[config.mk]
export PLATFORM = sky130hd
export DESIGN_NAME = seg_display_flat
export DESIGN_NICKNAME = d
export VERILOG_FILES = /design/src/rtl/seg_display_pkg.sv /design/src/rtl/seg_display_if.sv /design/src/rtl/seg_display_bin2bcd7.sv /design/src/rtl/seg_display.sv /design/src/flat_wrapper.sv
export SDC_FILE = /design/constraint.sdc
export NUM_CORES = 1
export LEC_CHECK = 0
export ABC_AREA = 1
export CELL_PAD_IN_SITES_DETAIL_PLACEMENT = 2
export CELL_PAD_IN_SITES_GLOBAL_PLACEMENT = 2
export CORE_MARGIN = 5
export CORE_UTILIZATION = 37
export DETAILED_ROUTE_END_ITERATION = 10
export PLACE_DENSITY_LB_ADDON = 0.1
export RECOVER_POWER = 50
export SYNTH_ARGS = -nofsm -noshare
export SYNTH_HDL_FRONTEND = slang
export SYNTH_SLANG_ARGS = --single-unit
export TNS_END_PERCENT = 100
[constraint.sdc]
create_clock -name clk -period 8.05 [get_ports clk]
set_clock_uncertainty 0.05 [all_clocks]
set_input_delay 1.61 -clock clk [delete_from_list [all_inputs] [get_ports clk]]
set_output_delay 1.61 -clock clk [all_outputs]
set_load 0.01 [all_outputs]
[src/rtl/seg_display_pkg.sv]
// Shared definitions for the seven-segment display stage: font constants, display
// modes and the hex-to-segment lookup. Segment vectors are {g,f,e,d,c,b,a}, active-high.
package seg_display_pkg;

  typedef enum logic [0:0] {
    MODE_TOP  = 1'b0,
    MODE_SIZE = 1'b1
  } mode_e;

  localparam logic [6:0] SEG_BLANK = 7'b0000000;
  localparam logic [6:0] SEG_DASH  = 7'b1000000;
  localparam logic [6:0] SEG_S     = 7'b1101101;

  function automatic logic [6:0] hex_to_seg(input logic [3:0] nib);
    logic [6:0] seg;
    case (nib)
      4'h0:    seg = 7'b0111111;
      4'h1:    seg = 7'b0000110;
      4'h2:    seg = 7'b1011011;
      4'h3:    seg = 7'b1001111;
      4'h4:    seg = 7'b1100110;
      4'h5:    seg = 7'b1101101;
      4'h6:    seg = 7'b1111101;
      4'h7:    seg = 7'b0000111;
      4'h8:    seg = 7'b1111111;
      4'h9:    seg = 7'b1101111;
      4'hA:    seg = 7'b1110111;
      4'hB:    seg = 7'b1111100;
      4'hC:    seg = 7'b0111001;
      4'hD:    seg = 7'b1011110;
      4'hE:    seg = 7'b1111001;
      default: seg = 7'b1110001;
    endcase
    return seg;
  endfunction

endpackage

[src/rtl/seg_display_if.sv]
// Connection between the calculator core and the display stage: stack status in,
// multiplexed segment/anode drive out.
interface seg_display_if;

  logic [15:0] in_top;
  logic        in_hi;
  logic [6:0]  in_stack_size;
  logic        in_empty;
  logic        in_error;
  logic [6:0]  seg;
  logic        dp;
  logic [3:0]  an;

  modport master (
    output in_top, in_hi, in_stack_size, in_empty, in_error,
    input  seg, dp, an
  );

  modport slave (
    input  in_top, in_hi, in_stack_size, in_empty, in_error,
    output seg, dp, an
  );

endinterface

[src/rtl/seg_display_bin2bcd7.sv]
// Combinational double-dabble: 7-bit binary (0..127) to three BCD digits.
module bin2bcd7 (
  input  logic [6:0] i_bin,
  output logic [3:0] o_hund,
  output logic [3:0] o_tens,
  output logic [3:0] o_ones
);

  // Shift register layout: [18:15] hundreds, [14:11] tens, [10:7] ones, [6:0] binary.
  logic [18:0] w_sh;

  always_comb begin
    w_sh      = '0;
    w_sh[6:0] = i_bin;
    for (int i = 0; i < 7; i++) begin
      if (w_sh[10:7]  >= 4'd5) w_sh[10:7]  = w_sh[10:7]  + 4'd3;
      if (w_sh[14:11] >= 4'd5) w_sh[14:11] = w_sh[14:11] + 4'd3;
      if (w_sh[18:15] >= 4'd5) w_sh[18:15] = w_sh[18:15] + 4'd3;
      w_sh = {w_sh[17:0], 1'b0};
    end
  end

  assign o_hund = w_sh[18:15];
  assign o_tens = w_sh[14:11];
  assign o_ones = w_sh[10:7];

endmodule

[src/rtl/seg_display.sv]
// Four-digit multiplexed seven-segment display for the RPN calculator core: shows the
// top of stack, a timed stack-size view after each depth change, and blinks on error.
module seg_display
  import seg_display_pkg::*;
#(
  parameter int DIGIT_CYCLES     = 50000,
  parameter int BLINK_CYCLES     = 25000000,
  parameter int SIZE_SHOW_CYCLES = 100000000,
  parameter bit ACTIVE_LOW       = 1'b1
) (
  input logic          clk,
  input logic          rst,
  seg_display_if.slave disp
);

  localparam int SLOT_W  = $clog2(DIGIT_CYCLES);
  localparam int BLINK_W = $clog2(BLINK_CYCLES);
  localparam int TMR_W   = $clog2(SIZE_SHOW_CYCLES);

  localparam logic [SLOT_W-1:0]  SLOT_LAST  = SLOT_W'(DIGIT_CYCLES - 1);
  localparam logic [BLINK_W-1:0] BLINK_LAST = BLINK_W'(BLINK_CYCLES - 1);
  localparam logic [TMR_W-1:0]   TMR_LAST   = TMR_W'(SIZE_SHOW_CYCLES - 1);

  // Inactive levels; XOR-ing an active-high value with these gives the pin polarity.
  localparam logic [6:0] SEG_OFF = ACTIVE_LOW ? 7'h7F : 7'h00;
  localparam logic       DP_OFF  = ACTIVE_LOW;
  localparam logic [3:0] AN_OFF  = ACTIVE_LOW ? 4'hF : 4'h0;

  logic [SLOT_W-1:0]  r_slot;
  logic [1:0]         r_idx;
  mode_e              r_mode;
  logic               r_phase;
  logic [BLINK_W-1:0] r_blink;
  logic [TMR_W-1:0]   r_tmr;

  logic [15:0] r_top;
  logic [6:0]  r_size;
  logic        r_empty;
  logic        r_err;
  logic        r_hi;

  logic [6:0] r_seg;
  logic       r_dp;
  logic [3:0] r_an;

  logic       w_slot_last;
  logic       w_wrap;
  logic       w_size_chg;
  logic       w_err_next;
  logic       w_tmr_done;
  logic [3:0] w_hund;
  logic [3:0] w_tens;
  logic [3:0] w_ones;
  logic [3:0] w_nib;
  logic [6:0] w_seg;
  logic       w_dp;
  logic [3:0] w_an;

  assign w_slot_last = (r_slot == SLOT_LAST);
  assign w_wrap      = w_slot_last && (r_idx == 2'd3);
  assign w_size_chg  = w_wrap && (disp.in_stack_size != r_size);
  assign w_err_next  = w_wrap ? disp.in_error : r_err;
  assign w_tmr_done  = (r_tmr == TMR_LAST);

  bin2bcd7 u_bcd (
    .i_bin  (r_size),
    .o_hund (w_hund),
    .o_tens (w_tens),
    .o_ones (w_ones)
  );

  always_comb begin
    case (r_idx)
      2'd0:    w_nib = r_top[3:0];
      2'd1:    w_nib = r_top[7:4];
      2'd2:    w_nib = r_top[11:8];
      default: w_nib = r_top[15:12];
    endcase
  end

  always_comb begin
    w_seg = SEG_BLANK;
    w_dp  = 1'b0;
    if (r_mode == MODE_SIZE) begin
      case (r_idx)
        2'd3:    w_seg = SEG_S;
        2'd2:    w_seg = (w_hund != 4'd0) ? hex_to_seg(w_hund) : SEG_BLANK;
        2'd1:    w_seg = (w_hund != 4'd0 || w_tens != 4'd0) ? hex_to_seg(w_tens) : SEG_BLANK;
        default: w_seg = hex_to_seg(w_ones);
      endcase
    end else begin
      w_seg = r_empty ? SEG_DASH : hex_to_seg(w_nib);
      w_dp  = r_hi && (r_idx == 2'd3);
    end
    // The error marker on digit 0 is deliberately immune to the blink phase.
    if (r_err && r_idx == 2'd0) w_dp = 1'b1;
    if (!r_phase) w_seg = SEG_BLANK;
  end

  assign w_an = (r_slot == '0) ? 4'b0000 : 4'(4'b0001 << r_idx);

  always_ff @(posedge clk) begin
    if (rst) begin
      r_slot  <= '0;
      r_idx   <= '0;
      r_mode  <= MODE_TOP;
      r_phase <= 1'b1;
      r_blink <= '0;
      r_tmr   <= '0;
      r_top   <= '0;
      r_size  <= '0;
      r_empty <= 1'b1;
      r_err   <= 1'b0;
      r_hi    <= 1'b0;
      r_seg   <= SEG_OFF;
      r_dp    <= DP_OFF;
      r_an    <= AN_OFF;
    end else begin
      r_slot <= w_slot_last ? '0 : r_slot + SLOT_W'(1);
      if (w_slot_last) r_idx <= r_idx + 2'd1;

      // Inputs are sampled only between full scans so a frame never mixes two values.
      if (w_wrap) begin
        r_top   <= disp.in_top;
        r_hi    <= disp.in_hi;
        r_size  <= disp.in_stack_size;
        r_empty <= disp.in_empty;
        r_err   <= disp.in_error;
      end

      case (r_mode)
        MODE_TOP: begin
          if (w_size_chg) begin
            r_mode <= MODE_SIZE;
            r_tmr  <= '0;
          end
        end
        MODE_SIZE: begin
          if (w_size_chg) begin
            r_tmr <= '0;
          end else if (w_wrap && w_tmr_done) begin
            r_mode <= MODE_TOP;
            r_tmr  <= '0;
          end else if (!w_tmr_done) begin
            r_tmr <= r_tmr + TMR_W'(1);
          end
        end
        default: r_mode <= MODE_TOP;
      endcase

      // Phase is forced on the moment a clean snapshot is taken, not one cycle later.
      if (!w_err_next) begin
        r_blink <= '0;
        r_phase <= 1'b1;
      end else if (r_err) begin
        if (r_blink == BLINK_LAST) begin
          r_blink <= '0;
          r_phase <= ~r_phase;
        end else begin
          r_blink <= r_blink + BLINK_W'(1);
        end
      end

      r_seg <= w_seg ^ SEG_OFF;
      r_dp  <= w_dp ^ DP_OFF;
      r_an  <= w_an ^ AN_OFF;
    end
  end

  assign disp.seg = r_seg;
  assign disp.dp  = r_dp;
  assign disp.an  = r_an;

endmodule

[src/flat_wrapper.sv]
// flat-port wrapper written by rule: the top's interface ports become plain ports
module seg_display_flat import seg_display_pkg::*;
#(
  parameter int DIGIT_CYCLES     = 50000,
  parameter int BLINK_CYCLES     = 25000000,
  parameter int SIZE_SHOW_CYCLES = 100000000,
  parameter bit ACTIVE_LOW       = 1'b1
)
  (clk, rst, disp_in_top, disp_in_hi, disp_in_stack_size, disp_in_empty, disp_in_error, disp_seg, disp_dp, disp_an);
  seg_display_if disp_i ();
  input logic clk;
  input logic rst;
  input wire logic [$bits(disp_i.in_top)-1:0] disp_in_top;
  input wire logic [$bits(disp_i.in_hi)-1:0] disp_in_hi;
  input wire logic [$bits(disp_i.in_stack_size)-1:0] disp_in_stack_size;
  input wire logic [$bits(disp_i.in_empty)-1:0] disp_in_empty;
  input wire logic [$bits(disp_i.in_error)-1:0] disp_in_error;
  output wire logic [$bits(disp_i.seg)-1:0] disp_seg;
  output wire logic [$bits(disp_i.dp)-1:0] disp_dp;
  output wire logic [$bits(disp_i.an)-1:0] disp_an;
  assign disp_i.in_top = disp_in_top;
  assign disp_i.in_hi = disp_in_hi;
  assign disp_i.in_stack_size = disp_in_stack_size;
  assign disp_i.in_empty = disp_in_empty;
  assign disp_i.in_error = disp_in_error;
  assign disp_seg = disp_i.seg;
  assign disp_dp = disp_i.dp;
  assign disp_an = disp_i.an;
  seg_display #(.DIGIT_CYCLES(DIGIT_CYCLES), .BLINK_CYCLES(BLINK_CYCLES), .SIZE_SHOW_CYCLES(SIZE_SHOW_CYCLES), .ACTIVE_LOW(ACTIVE_LOW)) u_core (.clk(clk), .rst(rst), .disp(disp_i));
endmodule
==> results of run 1 <==
==> Yosys cell counts (2+ instances only) <==
master    number  area share
dfxtp_1      110        0.34
nor4_1        12       0.012
nor2_4         2      0.0035
o21ai_1        8      0.0062
nand3_2        4      0.0062
xor2_1        16       0.022
nor3b_2        2      0.0039
a21oi_1       37       0.029
nand2_4        6       0.011
nor3_1        35       0.027
inv_2          8      0.0047
o22ai_1        7      0.0068
buf_2          2      0.0016
inv_1        134       0.078
o21a_1         4      0.0047
a31oi_1        3      0.0029
nand2_1      165       0.097
o21ai_0       37       0.029
nand4_1       16       0.016
o211ai_1       6      0.0070
clkbuf_1      13      0.0076
or2_2          4      0.0039
nor3b_1        4      0.0047
nand3b_1       3      0.0035
xnor2_1        6      0.0082
o21bai_1       2      0.0023
a211oi_1      16       0.019
and3_1         2      0.0020
a221oi_1       3      0.0041
nand2_2       14       0.014
buf_4          3      0.0035
nor2_1       124       0.073
ha_1          34       0.066
nand3_1       68       0.053
==> cells in the final DEF (no fill, tap or decap), types with 3 or more instances in the layout <==
master | synthesis | final
xor2_1 | 16 | 16
o21a_1 | 4 | 4
nor2_1 | 124 | 124
o22ai_1 | 7 | 7
a31oi_1 | 3 | 3
nand3_2 | 4 | 4
nand2_1 | 165 | 165
xnor2_1 | 6 | 6
clkinv_2 | 0 | 3
or2_2 | 4 | 4
o211ai_1 | 6 | 6
inv_1 | 134 | 135
a221oi_1 | 3 | 3
a211oi_1 | 16 | 16
clkbuf_1 | 13 | 3
a21oi_1 | 37 | 37
nor3b_1 | 4 | 4
nand4_1 | 16 | 16
clkdlybuf4s50_1 | 0 | 26
nand2_4 | 6 | 6
nand3b_1 | 3 | 3
nand2_2 | 14 | 14
clkbuf_16 | 0 | 9
dfxtp_1 | 110 | 110
ha_1 | 34 | 34
nor3_1 | 35 | 35
dlygate4sd3_1 | 0 | 13
nor4_1 | 12 | 12
nand3_1 | 68 | 68
o21ai_1 | 8 | 7
o21ai_0 | 37 | 38
inv_2 | 8 | 7
==> area by class of cell <==
cell class              count  area share
repair buffers             42      0.0562
clock inverters             4     0.00327
well taps                 225      0.0387
clock buffers              11      0.0320
flip-flops and latches    110       0.303
multi-input cells         657       0.494
inverters                 142      0.0732
==> per-layer routing <==
layer / up-vias / part of all wire / GRT usage
li1: 3085 / - / -
met1: 3086 / 0.46 / 0.263
met2: 45 / 0.50 / 0.385
met3: 18 / 0.022 / 0.0371
met4: 0 / 0.0091 / 0.0323
met5: - / 0 / 0
==> through the flow <==
step	setup WS, ns	area, sq um	util	hold WS, ns
final	2.91	7280	0.424	0.421
after global routing	2.61	7280	0.424	0.449
after CTS	3.48	7280	0.424	0.428
after detailed placement	3.41	7030	0.409	0.414
after global placement	3.61	7030	0.409	0.394
after floorplan	4.35	6410	-	0.380
==> sequential cells by signal, indices dropped and copies added (netlist names), 2 cells and up <==
signal,count
u_core.disp.seg,7
u_core.r_size,7
u_core.r_tmr,27
u_core.r_blink,25
u_core.r_slot,16
u_core.r_idx,2
u_core.disp.an,4
u_core.r_top,16
==> logic make-up (layout without fill, tap and decap cells) <==
logic type / count (synthesis) / in the layout / synth area share
flops: 110 / 110 / 0.343
xor+xnor: 22 / 22 / 0.0300
buf+inv: 160 / 199 / 0.0958
simple gates: 467 / 467 / 0.337
fa+ha+maj: 34 / 34 / 0.0663
compound gates: 134 / 134 / 0.127
==> power by group through the flow <==
stage	logic, mW	clock network (mW)	registers, mW
after floorplan	0.0137	0	0.560
after detailed placement	0.0376	0	0.560
after global placement	0.0364	0	0.560
final	0.0369	0.420	0.547
after CTS	0.0380	0.436	0.547
after global routing	0.0401	0.456	0.547
==> critical path, cell delays in order <==
cell           delay (ns)
dlygate4sd3_1        0.54
clkbuf_1             0.92
inv_1                0.76
o211ai_1             0.69
inv_1                0.17
nand2_1              0.50
a221oi_1             0.11
==> how the worst max path moves through the flow <==
stage / startpoint / end
after CTS: u_core.r_size[5] / u_core.disp.seg[4]
after detailed placement: rst / u_core.r_blink[16]
after floorplan: u_core.r_size[5] / u_core.disp.seg[0]
after global routing: rst / u_core.r_blink[16]
after global placement: rst / u_core.r_blink[16]
final: rst / u_core.r_blink[16]
==> impl_metrics.tcl, run 1 <==
set metrics [dict create \
    multiInputGateArea_sq_mm 0.00360 \
    dr_total_vias 6234 \
    dp_cells 1176 \
    first_iter_violations 176 \
    layout.cells.non_filler 1191 \
    p_leak_nw 2.85 \
    intPower_mw 0.772 \
    required_ns 8.21 \
    drive_above_1_share 0.0642 \
    netlist_instances 927 \
    fin_tns_setup_ns 0 \
    synthArstFlopShare 0 \
    grt_overflow 0 \
    post_drt_wl_per_cell_microns 17.2 \
    antennaDiodeCount 0 \
    regArea_sq_mm 0.00220 \
    start_util 0.373 \
    switching_share 0.231 \
    ir_drop_uv 98.3 \
    r2r_slack_ns 3.49 \
    syn_to_final_growth_pct 13.5 \
    dr.pass1.iters 4 \
    wirelength_mm 20.4 \
    min_delay_worst_endpoint "u_core.r_blink[21]" \
    drc 0 \
    cts_tree "done" \
    htreeDepth 3 \
    r2r.worst_path.cells 36 \
    dieArea_sq_mm 0.0201 \
    first_global_vias 7013 \
    die_y_microns 142 \
    grtUsageTotal 0.211 \
    cts_hold_buf 0 \
    critPathMaxFanout 25 \
    synthesis.area_sq_mm 0.00641 \
    seq_area_frac_synth 0.343 \
    avgSynthCellArea_sq_um 6.92 \
    fin_nets 1024 \
    hp-start "u_core.r_blink[21]" \
    dp_hpwl_mm 16.0 \
    p_comb_frac 0.037 \
    ys_types 51 \
    hold_violations 0 \
    power_density_mw_per_mm2 138 \
    min_period_ns 5.14 \
    setup_viol 0 \
    fin_crit_sh 0.639 \
    n_fill_cell 2098 \
    ant_nets 0 \
    fmax_ghz 0.195 \
    postCtsSetupBuffers 0 \
    drv_slew 0 \
    arrival_ns 5.30 \
    cts_resized 0 \
    regToRegEndpoint "u_core.disp.seg[4]" \
    core_area_sq_mm 0.0172 \
    io_buffers 39 \
    rows 48 \
    tightest_slew_ns 1.24 \
    power.share.clock 0.418 \
    hold_path.class "flip-flop to flip-flop" \
    maxSlewHeadroom 0.172 \
    hold_path_depth 2 \
    grt_pass1_wl_mm 34.8 \
    synthFlopType "dfxtp_1" \
    clk_pin_slew_worst_paths_ns 0.08 \
    rsz0062_at_grt "no" \
    vias_per_cell 5.23 \
    yosys_warnings 0 \
    cts_num_sinks 110 \
    path_class "primary input to flip-flop" \
    p_switching_mw 0.232 \
    power_mw 1.00 \
    clk_latency_ns 0.36 \
    syn_nets 989 \
    status "finished, final reports clean" \
    clockBufferDepth 2 \
    antenna_found_initial 0 \
    ys_seq_elements 110 \
    numCtsBuffers 9 \
    worstReg2RegStart "u_core.r_size[5]" \
    drv_cap 0 \
    critPathCaptureType "flip-flop" \
    critPathLaunchType "primary input" \
    cts_root_buffer "clkbuf_16" \
    synth-edff-count 0 \
    grt_max_degree 33 \
    die_w_microns 142 \
    sequentialPowerShare 0.545 \
    gp_congestion 0.820 \
    io-pin-count 40 \
]
(Power assumes the default switching activity.)
==> run 2: changes to the inputs <==
--- a/config.mk
+++ b/config.mk
@@ -9,7 +9,7 @@
 export CELL_PAD_IN_SITES_DETAIL_PLACEMENT = 2
 export CELL_PAD_IN_SITES_GLOBAL_PLACEMENT = 2
 export CORE_MARGIN = 5
-export CORE_UTILIZATION = 37
+export CORE_UTILIZATION = 34
 export DETAILED_ROUTE_END_ITERATION = 10
 export PLACE_DENSITY_LB_ADDON = 0.1
 export RECOVER_POWER = 50
==> constraint.sdc (replaced) <==
create_clock -name clk -period 5.2 [get_ports clk]
set_clock_uncertainty 0.05 [all_clocks]
set_input_delay 1.04 -clock clk [delete_from_list [all_inputs] [get_ports clk]]
set_output_delay 1.04 -clock clk [all_outputs]
set_load 0.01 [all_outputs]
==> impl_metrics.tcl, run 2 (same netlist as run 1, synthesis figures left out) <==
set metrics [dict create \
    status "finished, final reports clean" \
    wirelength_mm 19.2 \
    tightest_slew_ns 1.32 \
    io-pin-count 40 \
    drc 0 \
    core_area_sq_mm 0.0186 \
    largest_register "u_core.r_tmr" \
    grt_overflow 0 \
    first_global_vias 6549 \
    rsz0062_at_grt "no" \
    top_regs "u_core.r_tmr x27, u_core.r_blink x25" \
    drv_cap 0 \
    maxSlewHeadroom 0.120 \
    required_ns 5.40 \
    vias_per_cell 5.03 \
    clockBufferDepth 2 \
    rows 50 \
    antenna_found_initial 0 \
    critPathCaptureType "flip-flop" \
    start_util 0.344 \
    mostFrequentLayoutCell "nand2_1" \
    critPathMaxFanout 6 \
    clk_latency_ns 0.36 \
    cts_tree "done" \
    min_period_ns 4.28 \
    postCtsSetupBuffers 0 \
    first_iter_violations 170 \
    power_density_mw_per_mm2 225 \
    fmax_ghz 0.234 \
    post_drt_wl_per_cell_microns 16.0 \
    setup_viol 0 \
    drv_slew 0 \
    clk_pin_slew_worst_paths_ns 0.08 \
    die_y_microns 147 \
    largest_reg_flops 27 \
    gp_congestion 0.815 \
    io_buffers 39 \
    crit_top_cell "nand2_1" \
    p_leak_nw 2.87 \
    layout.cells.non_filler 1202 \
    syn_to_final_growth_pct 14.7 \
    final_cell_mix "nand2_1 (165), inv_1 (134), nor2_1 (124), dfxtp_1 (110), nand3_1 (68)" \
    cts_resized 0 \
    cts_hold_buf 0 \
    dr.pass1.iters 4 \
    path_class "flip-flop to flip-flop" \
    hold_path.class "flip-flop to flip-flop" \
    numCtsBuffers 9 \
    hold_violations 0 \
    drive_above_1_share 0.0682 \
    ant_nets 0 \
    dr_total_vias 6044 \
    fin_nets 1025 \
    cts_root_buffer "clkbuf_16" \
    arrival_ns 4.48 \
    ir_drop_uv 149 \
    fin_crit_sh 0.823 \
    antennaDiodeCount 0 \
    dieArea_sq_mm 0.0217 \
    max_stage_delay_ns 0.34 \
    cp_slowest_cell "dfxtp_1" \
    r2r_slack_ns 0.92 \
    fin_tns_setup_ns 0 \
    cts_num_sinks 110 \
    dp_hpwl_mm 14.9 \
    grtUsageTotal 0.183 \
    grt_max_degree 41 \
    htreeDepth 3 \
    dp_cells 1186 \
    die_w_microns 147 \
    grt_pass1_wl_mm 32.7 \
    critPathLaunchType "flip-flop" \
]
run 2: through the flow:
| stage | cell area, sq um | hold slack [ns] | worst slack [ns] | utilization | power, mW |
|---|---|---|---|---|---|
| finish | 7350 | 0.424 | 0.918 | 0.394 | 1.65 |
| global placement | 7050 | 0.402 | 1.17 | 0.378 | 0.926 |
| floorplan | 6410 | 0.380 | 1.50 | - | 0.888 |
| global route | 7350 | 0.449 | 0.412 | 0.394 | 1.72 |
| detailed placement | 7050 | 0.410 | 0.927 | 0.378 | 0.926 |
| CTS | 7360 | 0.426 | 0.888 | 0.395 | 1.69 |
run 2: layout make-up:
type,count,area [sq um]
Timing Repair Buffer,43,413
Tap cell,234,293
Clock buffer,11,253
Multi-Input combinational cell,657,3600
Inverter,142,533
Sequential cell,110,2200
Clock inverter,5,62.6
Fill cell,2292,11300
run 2: final timing paths:
path | start | end | depth (start not counted)
worst min register to register | u_core.r_slot[0] | u_core.r_slot[0] | 1
worst min-delay path | u_core.r_slot[0] | u_core.r_slot[0] | 1
worst max register to register | u_core.r_size[5] | u_core.disp.seg[4] | 36
worst max-delay path | u_core.r_size[5] | u_core.disp.seg[4] | 36
run 2: critical path: cells and delay by family (launching register included):
kind,cells,cell delay (ns)
simple gates,23,2.23
compound gates,2,0.18
fa+ha+maj,4,0.82
flops,1,0.34
buf+inv,7,0.56
run 2: where the power goes:
group / switching [mW] / leakage, nW / total (mW) / internal, mW
registers: 0.00215 / 0.887 / 0.847 / 0.844
clock network: 0.345 / 0.149 / 0.750 / 0.405
logic: 0.0299 / 1.83 / 0.0572 / 0.0274
run 2: metal layers:
layer	part of all wire	up-vias	wire length (microns)	track usage
met1	0.50	2898	9530	0.239
met2	0.48	42	9160	0.323
li1	-	3093	-	-
met4	0.0082	0	158	0.0349
met3	0.018	11	348	0.0262
met5	0	-	0	0
